## config.mk

```make
export PLATFORM = sky130hd
export DESIGN_NAME = fir_controller
export DESIGN_NICKNAME = d
export VERILOG_FILES = /design/src/rtl/fir_ctrl_pkg.sv /design/src/rtl/fir_controller_tap_counter.sv /design/src/rtl/fir_controller.sv
export SDC_FILE = /design/constraint.sdc
export NUM_CORES = 1
export LEC_CHECK = 0
export ABC_AREA = 1
export BUFFER_PORTS_ARGS = -buffer_cell sky130_fd_sc_hd__buf_2
export CORE_UTILIZATION = 25
export DETAILED_ROUTE_END_ITERATION = 16
export HOLD_SLACK_MARGIN = 0.1
export PLACE_DENSITY = 0.42
export SETUP_SLACK_MARGIN = 0.05
export SLEW_MARGIN = 20
export SYNTH_ARGS = -nofsm -noshare
export SYNTH_HDL_FRONTEND = slang
export SYNTH_SLANG_ARGS = --single-unit
export TNS_END_PERCENT = 10
```

## constraint.sdc

```tcl
create_clock -name clk -period 2.2 [get_ports clk]
set_clock_uncertainty 0.2 [all_clocks]
set_input_delay 0.55 -clock clk [delete_from_list [all_inputs] [get_ports clk]]
set_output_delay 0.55 -clock clk [all_outputs]
set_load 0.02 [all_outputs]
```

## src/rtl/fir_ctrl_pkg.sv

```systemverilog
// fir_ctrl_pkg -- shared types and constants for the FIR sequencing controller.
//
// Contents:
//   fir_state_t       : controller FSM state encoding (IDLE, MAC, DRAIN, DONE)
//   FIR_TAPS          : default number of filter taps (one MAC cycle per tap)
//   FIR_ADDR_W        : default tap address width, $clog2(FIR_TAPS)
//   FIR_DRAIN_CYCLES  : cycles spent flushing the product pipeline register
package fir_ctrl_pkg;

  localparam int FIR_TAPS         = 64;
  localparam int FIR_ADDR_W       = 6;
  localparam int FIR_DRAIN_CYCLES = 1;

  typedef enum logic [1:0] {
    IDLE  = 2'd0,
    MAC   = 2'd1,
    DRAIN = 2'd2,
    DONE  = 2'd3
  } fir_state_t;

endpackage

```

## src/rtl/fir_controller_tap_counter.sv

```systemverilog
// tap_counter -- tap index counter for the serial MAC sequence.
//
// Ports:
//   clk      in   clock, rising edge
//   rst      in   asynchronous active-high reset (count -> 0)
//   clear    in   synchronous clear to 0 (wins over enable)
//   enable   in   advance the count by one
//   count    out  current tap index, ADDR_W bits
//   terminal out  high while count == TAPS-1
module tap_counter #(
  parameter int TAPS   = 64,
  parameter int ADDR_W = 6
) (
  input  logic              clk,
  input  logic              rst,
  input  logic              clear,
  input  logic              enable,
  output logic [ADDR_W-1:0] count,
  output logic              terminal
);

  localparam logic [ADDR_W-1:0] LAST = ADDR_W'(TAPS - 1);

  always_ff @(posedge clk or posedge rst) begin
    if (rst) begin
      count <= '0;
    end else if (clear) begin
      count <= '0;
    end else if (enable) begin
      count <= count + 1'b1;
    end
  end

  assign terminal = (count == LAST);

endmodule

```

## src/rtl/fir_controller.sv

```systemverilog
// fir_controller -- sequencing controller for a serial multiply-accumulate FIR
// datapath. Accepts one sample per handshake, steps the datapath through all
// taps, waits one drain cycle for the product register, then pulses out_valid.
//
// Optional feature: define FIR_CTRL_DROP_DETECT_EN to build the sticky
// protocol-violation detector behind `dropped`; otherwise `dropped` is 0.
//
// Ports:
//   clk       in   clock, rising edge
//   rst       in   asynchronous active-high reset
//   in_valid  in   source offers a sample on the datapath din
//   in_ready  out  controller can accept a sample (IDLE only)
//   shift     out  push din into the datapath input buffer
//   flush     out  clear datapath product and accumulator registers
//   address   out  tap index into input buffer and coefficient table
//   out_valid out  datapath dout holds the complete filter sum this cycle
//   busy      out  a computation is in progress
//   dropped   out  sticky protocol-violation flag
//   state     out  current FSM state, for observation
//
// Handshake: a sample transfers in exactly the cycles where in_valid and
// in_ready are both high; that cycle also asserts shift. The source must hold
// din and in_valid until then. There is no output backpressure: dout is only
// guaranteed during the single out_valid cycle.
module fir_controller
  import fir_ctrl_pkg::*;
#(
  parameter int TAPS   = FIR_TAPS,
  parameter int ADDR_W = FIR_ADDR_W
) (
  input  logic              clk,
  input  logic              rst,
  input  logic              in_valid,
  output logic              in_ready,
  output logic              shift,
  output logic              flush,
  output logic [ADDR_W-1:0] address,
  output logic              out_valid,
  output logic              busy,
  output logic              dropped,
  output fir_state_t        state
);

  fir_state_t        cur_state;
  fir_state_t        nxt_state;
  logic [ADDR_W-1:0] count;
  logic              terminal;
  logic              cnt_clear;
  logic              cnt_enable;

  // Counter is held at 0 in IDLE and stops at TAPS-1, so it never wraps.
  assign cnt_clear  = (cur_state == IDLE);
  assign cnt_enable = (cur_state == MAC) && !terminal;

  tap_counter #(
    .TAPS   (TAPS),
    .ADDR_W (ADDR_W)
  ) u_tap_counter (
    .clk      (clk),
    .rst      (rst),
    .clear    (cnt_clear),
    .enable   (cnt_enable),
    .count    (count),
    .terminal (terminal)
  );

  // State register
  always_ff @(posedge clk or posedge rst) begin
    if (rst) begin
      cur_state <= IDLE;
    end else begin
      cur_state <= nxt_state;
    end
  end

  // Next-state logic
  always_comb begin
    nxt_state = cur_state;
    case (cur_state)
      IDLE:    if (in_valid) nxt_state = MAC;
      MAC:     if (terminal) nxt_state = DRAIN;
      DRAIN:   nxt_state = DONE;
      DONE:    nxt_state = IDLE;
      default: nxt_state = IDLE;
    endcase
  end

  // Moore output decode
  always_comb begin
    in_ready  = 1'b0;
    flush     = 1'b0;
    address   = '0;
    out_valid = 1'b0;
    busy      = 1'b0;
    case (cur_state)
      IDLE: begin
        in_ready = 1'b1;
        flush    = 1'b1;
      end
      MAC: begin
        address = count;
        busy    = 1'b1;
      end
      // DRAIN keeps flush low so the last product lands in the accumulator.
      DRAIN: begin
        busy = 1'b1;
      end
      DONE: begin
        out_valid = 1'b1;
        busy      = 1'b1;
      end
      default: begin
        in_ready = 1'b0;
      end
    endcase
  end

  assign shift = in_valid & in_ready;
  assign state = cur_state;

`ifdef FIR_CTRL_DROP_DETECT_EN
  // A rising in_valid while busy means the source started offering a new
  // sample that cannot be taken; flag it until reset.
  logic in_valid_d;

  always_ff @(posedge clk or posedge rst) begin
    if (rst) begin
      in_valid_d <= 1'b0;
      dropped    <= 1'b0;
    end else begin
      in_valid_d <= in_valid;
      if (in_valid && !in_valid_d && busy) begin
        dropped <= 1'b1;
      end
    end
  end
`else
  assign dropped = 1'b0;
`endif

endmodule

```

==> metrics list, run 1 <==
* Sequential cell area fraction in the yosys report: around a third
- Source-to-sink clock delay at the later pin of the worst-skew pair: between 0.2 and 0.3 ns
* Routed wirelength normalized by instance count: 9.507 um
- With fillers left out, the area of the finished cells amounts to 772.0 um2.
- Cell type contributing the most total cell area after synthesis: sky130_fd_sc_hd__dfrtp_1
- Share of final-layout standard cells stronger than drive strength 1: between 30% and 40%
- Drt total wl: about 1.3 mm
- Yosys warns: 0
- In the routed layout, each cell is associated on average with a via count of a little over 4.
- Initial DRC count: 11
* Endpoint of the worst register-to-register path: state[0]
- #FFs+latches synth: 8
- Maximum fanout encountered on the critical timing path: 9
- Async S/R FF share, synth: between 90% and 100%
- During placement, the flow inserted port buffers numbering 15.
* Worst flop-to-flop path startpoint: state[0]
* GRT Util Overall: approximately an eighth
* Antenna viol nets, final: 0
- Register-to-register path setup slack: about 0.52 ns
- Yosys attributes the largest share of cell area to sky130_fd_sc_hd__dfrtp_1 32%, sky130_fd_sc_hd__nand2_1 13%, sky130_fd_sc_hd__ha_1 12%.
* CTS tree: done
- The total count of max-transition violations in the final report was 0.
* Outcome: complete, no violations
- Setup repair after global routing could not meet its margin everywhere.
- Across all layers, the routed design uses ~560 vias.
- Sort of element at the end of the critical path: primary output
- Remaining global-route overflow: 0
* CP Data Arrival Time: 1.33 ns
- The final number of hold-violating endpoints was 0.
- Fraction of synthesized cell area taken by the top area cell type: 32.26%
- VDD sags by at most between 600 and 700 uV.
* Die area: roughly 2700 um2
- In this run the worst hold path is classified as reg2reg.
- In this run the cell area of the synthesized design comes to just over 600 um2.
* Max_cap viols: 0
* Wire length of the first global-routing pass: roughly 2.3 mm
* Overall die width: ~52 um
- After detailed placement, the total cell area comes to 718.2 um2.
- The first TritonRoute pass finished after 4 iterations.
* Total number of clock tree sinks: 8
- Startpoint type of the worst setup path: flip-flop
* Final core area utilization: approximately a third
- The number of antenna violations at the first check in global routing came to 0.
- Post-Syn Area per Cell: approximately 7 um2
- The core region is 2276 um2.
* Boundary pin count: 17
* Most common library cells after synthesis: 22 x sky130_fd_sc_hd__nand2_1, 17 x sky130_fd_sc_hd__inv_1, 10 x sky130_fd_sc_hd__nand3_1, 8 x sky130_fd_sc_hd__dfrtp_1
* Vertical die dimension: 51.83 um
- Mapped Cells: 88
* Area Overhead vs Synth: 24.40%
- Count of H-tree levels built during CTS: 1
- Distinct cell type count after synthesis: 19
* Post-Route Hold Slack: approximately 0.38 ns
- Clk Tree Root Cell: sky130_fd_sc_hd__clkbuf_4
* Pin count of the biggest net entering global routing: 12
- The floorplan has 17 rows.
- In the synthesized netlist the dominant register cell turns out to be sky130_fd_sc_hd__dfrtp_1.
* R2R depth: 7
- Clock-pin slew reported for the worst setup and hold paths after clock tree synthesis: about 0.060 ns
- Vias in the first global route: approximately 560
* Achievable Freq: around 0.48 GHz
- In this run the worst setup path begins at state[0].
- Net count after synthesis: 97
* WS Path Type: reg2out
* TritonCTS buffer count: 3
- Static Leakage: 0.4678 nW
* Sum of negative setup slack: 0 ns
- Cell with the most instances after synthesis: sky130_fd_sc_hd__nand2_1
* Data required time at the worst endpoint: approximately 1.5 ns
- The clock passes through at most 2 buffers.
* Endpoint of the most critical setup path: shift
- DRC violation count after routing: 0
* Global placer's final weighted congestion: a little under 0.8
* Final-report setup violation count: 0
- PD cells: between 1000 and 1500 nW/um2
- In this run, synthesis inferred 0 flip-flops with an integrated enable.
* Initial standard-cell utilization of the core: between 20% and 30%
- The final layout contains 117 nets.
* Antenna diodes: 0
- Dividing the final minimum period by the clock period gives between 90% and 100%.
- Crit path time final: 2.081 ns
- Estimated wirelength of the detail-placed design: around 960 um
repair_timing:
item                                    in CTS  in global routing
gates resized for setup                      1                  5
endpoints found under the hold margin        8                  0
endpoints found under the setup margin       7                  7
buffers inserted                             0                  1
hold buffers                                 1                  0
report_power, final:
part | switching, mW | leakage (nW) | total [mW] | internal (mW)
clock network | 0.0526 | 0.0138 | 0.115 | 0.0626
logic | 0.380 | 0.348 | 0.595 | 0.215
registers | 0.0501 | 0.106 | 0.241 | 0.191
total | 0.483 | 0.468 | 0.952 | 0.469
through the flow:
step           setup slack [ns]  power [mW]  cells
2_1_floorplan            0.2030      0.6767     88
3_5_place_dp             0.3073      0.8079    129
4_1_cts                 0.02165      0.9354    133
3_3_place_gp             0.3319      0.8187    129
6_report                 0.1188      0.9516    134
5_1_grt                 0.03380       1.042    134
flip-flops by register name, summed over array words and instances, names as in the netlist:
name,count
state,2
u_tap_counter.count,6
routing by layer:
| metal | track usage (%) | vias up | part of all wire [%] |
|---|---|---|---|
| li1 | - | 300 | - |
| met1 | 14.46 | 246 | 50 |
| met2 | 18.16 | 9 | 45 |
| met3 | 1.754 | 2 | 3.5 |
| met4 | 10.36 | 0 | 1.2 |
| met5 | 0 | - | 0 |
worst max-delay path, cell delays in order (launching register included):
cell	delay, ns
sky130_fd_sc_hd__dfrtp_1	0.42
sky130_fd_sc_hd__inv_1	0.12
sky130_fd_sc_hd__ha_2	0.28
sky130_fd_sc_hd__nand2_1	0.07
sky130_fd_sc_hd__inv_1	0.05
sky130_fd_sc_hd__buf_2	0.15
layout make-up:
cell class	instances	area, um2
Fill cell	244	1504
Multi-Input combinational cell	59	337.8
Sequential cell	8	200.2
Timing Repair Buffer	18	108.9
Inverter	18	67.56
Tap cell	28	35.03
Clock buffer	3	22.52
cells by family (layout without fill, tap and decap cells):
group	Yosys count	count (layout)	share of synthesized area, %
buffers and inverters	21	39	14.11
and+or+nand+nor	48	48	36.70
other	1	1	0.6043
AOI/OAI and AO/OA	4	4	4.235
adders and majority gates	6	6	12.10
DFF	8	8	32.26
worst min-delay path by stage:
stage                                       from  depth (start not counted)                     end
after CTS                               state[1]                          2                state[1]
after global placement                       rst                          2  u_tap_counter.count[3]
final                     u_tap_counter.count[1]                          2  u_tap_counter.count[1]
after global routing      u_tap_counter.count[1]                          2  u_tap_counter.count[1]
after detailed placement                     rst                          2  u_tap_counter.count[4]
after floorplan                              rst                          1                state[0]
placed cells by master (no fill, tap or decap):
cell	Yosys	layout
sky130_fd_sc_hd__inv_1	17	16
sky130_fd_sc_hd__ha_2	0	2
sky130_fd_sc_hd__buf_6	0	1
sky130_fd_sc_hd__dfrtp_1	8	8
sky130_fd_sc_hd__nand2_4	2	2
sky130_fd_sc_hd__nand4_1	1	1
sky130_fd_sc_hd__dlygate4sd3_1	0	1
sky130_fd_sc_hd__nand3_1	10	10
sky130_fd_sc_hd__o21ai_0	2	2
sky130_fd_sc_hd__o21ai_2	1	1
sky130_fd_sc_hd__or2_4	1	1
sky130_fd_sc_hd__conb_1	1	1
sky130_fd_sc_hd__buf_2	1	13
sky130_fd_sc_hd__nand2_1	22	22
sky130_fd_sc_hd__o21bai_1	1	1
sky130_fd_sc_hd__nor2_2	1	1
sky130_fd_sc_hd__buf_4	2	3
sky130_fd_sc_hd__nor3_1	2	2
sky130_fd_sc_hd__clkbuf_4	0	3
sky130_fd_sc_hd__ha_1	6	4
sky130_fd_sc_hd__nor2_1	6	6
sky130_fd_sc_hd__nand2_2	3	3
sky130_fd_sc_hd__inv_2	1	2
No activity file was read; power rests on OpenSTA's default activity.
==> run 2, diff against run 1 <==
--- a/config.mk
+++ b/config.mk
@@ -6,11 +6,11 @@
 export NUM_CORES = 1
 export LEC_CHECK = 0
 export ABC_AREA = 1
-export BUFFER_PORTS_ARGS = -buffer_cell sky130_fd_sc_hd__buf_2
 export CORE_UTILIZATION = 25
 export DETAILED_ROUTE_END_ITERATION = 16
+export DONT_BUFFER_PORTS = 1
 export HOLD_SLACK_MARGIN = 0.1
-export PLACE_DENSITY = 0.42
+export PLACE_DENSITY = 0.36
 export SETUP_SLACK_MARGIN = 0.05
 export SLEW_MARGIN = 20
 export SYNTH_ARGS = -nofsm -noshare
==> metrics list, run 2 (same netlist as run 1, synthesis figures left out) <==
- Outcome: complete, no violations
- CTS built an H-tree with a depth of 1.
- After clock tree synthesis, the clock-pin slew on the worst setup and hold paths is 0.05 ns.
- Cell Area, Placed: between 600 and 700 um2
* TritonCTS buffer count: 3
- Design internal power: ~450 uW
* Largest register FFs: 6
* Cell count of the worst hold path: 2
* Largest Register: u_tap_counter.count
- Startpoint type of the worst setup path: flip-flop
- Remaining global-route overflow: 0
- DRC violation count after routing: 0
* Maximum fanout encountered on the critical timing path: 5
- PD cells: 1300 nW/um2
* Class of the tightest hold or removal check: reg2reg
* CP Data Arrival Time: 1.26 ns
- GRT Util Overall: 12.37%
- The via count of the first global-routing pass came to slightly above 500.
* Relative contribution of sequential cells to total power: about 26%
- Data required time at the worst endpoint: 1.45 ns
- The number of antenna violations at the first check in global routing was 0.
* Floorplan Core Area: roughly 2300 um2
* CTS tree: done
- Sum of negative setup slack: 0 ns
- In this run the deepest clock path goes through 2 buffers.
- Area Overhead vs Synth: 14.11%
- Final-report setup violation count: 0
* Antenna diodes: 0
- For this run, the number of standard cells in the final layout without fillers is about 120.
* Layout Cell Area excl Fill: a little over 700 um2
* Share of final-layout standard cells stronger than drive strength 1: 19.15%
- Total setup buffers inserted after CTS: 0
* Number of endpoints with negative hold slack in the final report: 0
* Vertical die dimension: 51.83 um
- Number of I/O port buffers: 0
* Crit path setup slack, layout: 0.1858 ns
- Total number of clock tree sinks: 8
- The routed design could run at a clock period as short as between 2 and 2.5 ns.
- The final layout contains routed wiring with a total length of about 1.3 mm.
* Achievable Freq: ~0.50 GHz
- The initial utilization of the core area, before any placement, comes to 27.27%.
- The library cells used most frequently in the layout, excluding fill and tap cells, are 22 x sky130_fd_sc_hd__nand2_1, 17 x sky130_fd_sc_hd__inv_1, 10 x sky130_fd_sc_hd__nand3_1.
- Boundary pin count: 17
- Global placer's final weighted congestion: roughly 0.74
- Routed wirelength normalized by instance count: about 11 um
- Max rail drop VDD: ~650 uV
- Standard-cell row count: 17
* Dpl ws: ~0.4 ns
- The count of nets left with antenna violations once routing finished came out at 0.
- Using the TritonRoute via totals, the vias-per-cell ratio works out to between 4 and 5.
- The worst path uses approximately 92% of the clock period.
* Number of nets in the layout: between 100 and 150
- From left edge to right edge, the die measures a little over 50 um.
- Max_cap viols: 0
* Via count: ~530
* Pin count of the biggest net entering global routing: 10
- Most common cell after layout, fill and taps aside: sky130_fd_sc_hd__nand2_1
- Detailed Routing Iterations Pass 1: 4
- At the later pin of the worst-skew pair, clock insertion delay measures around 0.25 ns.
* Net Switching: between 400 and 500 uW
- Sort of element at the end of the critical path: primary output
- The HPWL after detailed placement is roughly 1.0 mm.
- Static Leakage: ~0.4 nW
* Count of filler cells inserted in the layout: around 270
- Hold timing on the final database bottoms out at a slack of 0.3711 ns.
- The first global-routing pass estimated between 2 and 2.5 mm of wire.
- Setup repair after global routing left no endpoint under its margin.
- WS Path Type: reg2out
- Die area: around 2700 um2
- PnR Total Power: a little over 900 uW
- For this run, the share of the core covered by cells in the final layout is 31.12%.
- Clk Tree Root Cell: sky130_fd_sc_hd__clkbuf_4
- Max-slew violation count: 0
* R2R depth: 7
* Post-Place Cells: about 120
* Initial DRC count: 3
* Clock Power Share: approximately 12%
- Switching portion of total power: 50.96%
- Register-to-register path setup slack: 0.57 ns
* Combinational Power Share: between 60 and 70%
-- run 2: path summary, 6_finish.rpt --
kind	start	end
worst max-delay path	state[0]	shift
max in group asynchronous	rst	u_tap_counter.count[0]
worst min register to register	u_tap_counter.count[4]	u_tap_counter.count[4]
worst min-delay path	u_tap_counter.count[4]	u_tap_counter.count[4]
min in group asynchronous	rst	state[1]
worst max register to register	state[0]	state[0]
-- run 2: critical path, stage by stage (launching register included) --
cell and delay [ns]:
sky130_fd_sc_hd__dfrtp_1 0.43, sky130_fd_sc_hd__inv_1 0.12, sky130_fd_sc_hd__ha_1 0.25, sky130_fd_sc_hd__nand2_1 0.07, sky130_fd_sc_hd__inv_1 0.15
-- run 2: layout make-up --
type | count | area [um2] | share of cell area, %
sequential | 8 | 200.2 | 28.27
tap | 28 | 35.03 | 4.947
timing repair buffer | 6 | 47.55 | 6.714
inverter | 18 | 67.56 | 9.541
clock buffer | 3 | 22.52 | 3.180
multi-input combinational | 59 | 335.3 | 47.35
-- run 2: repair_timing --
action,4_1_cts,5_1_grt
hold buffers,1,0
endpoints found under the setup margin,0,6
hold endpoints to repair,8,0
gates resized for setup,0,1
-- run 2: power by group through the flow --
stage,sequential (mW),clock (mW),combinational (mW)
global route,0.249,0.126,0.659
floorplan,0.258,0,0.418
CTS,0.238,0.120,0.584
finish,0.238,0.111,0.572
global placement,0.241,0,0.585
detailed placement,0.240,0,0.579
-- run 2: routing by layer --
metal / GRT usage [%] / up-vias / share of wire [%]
met5: 0 / - / 0
met4: 4.054 / 0 / 0
met3: 3.801 / 0 / 3.6
met2: 20.09 / 13 / 48
met1: 15.38 / 233 / 48
li1: - / 279 / -
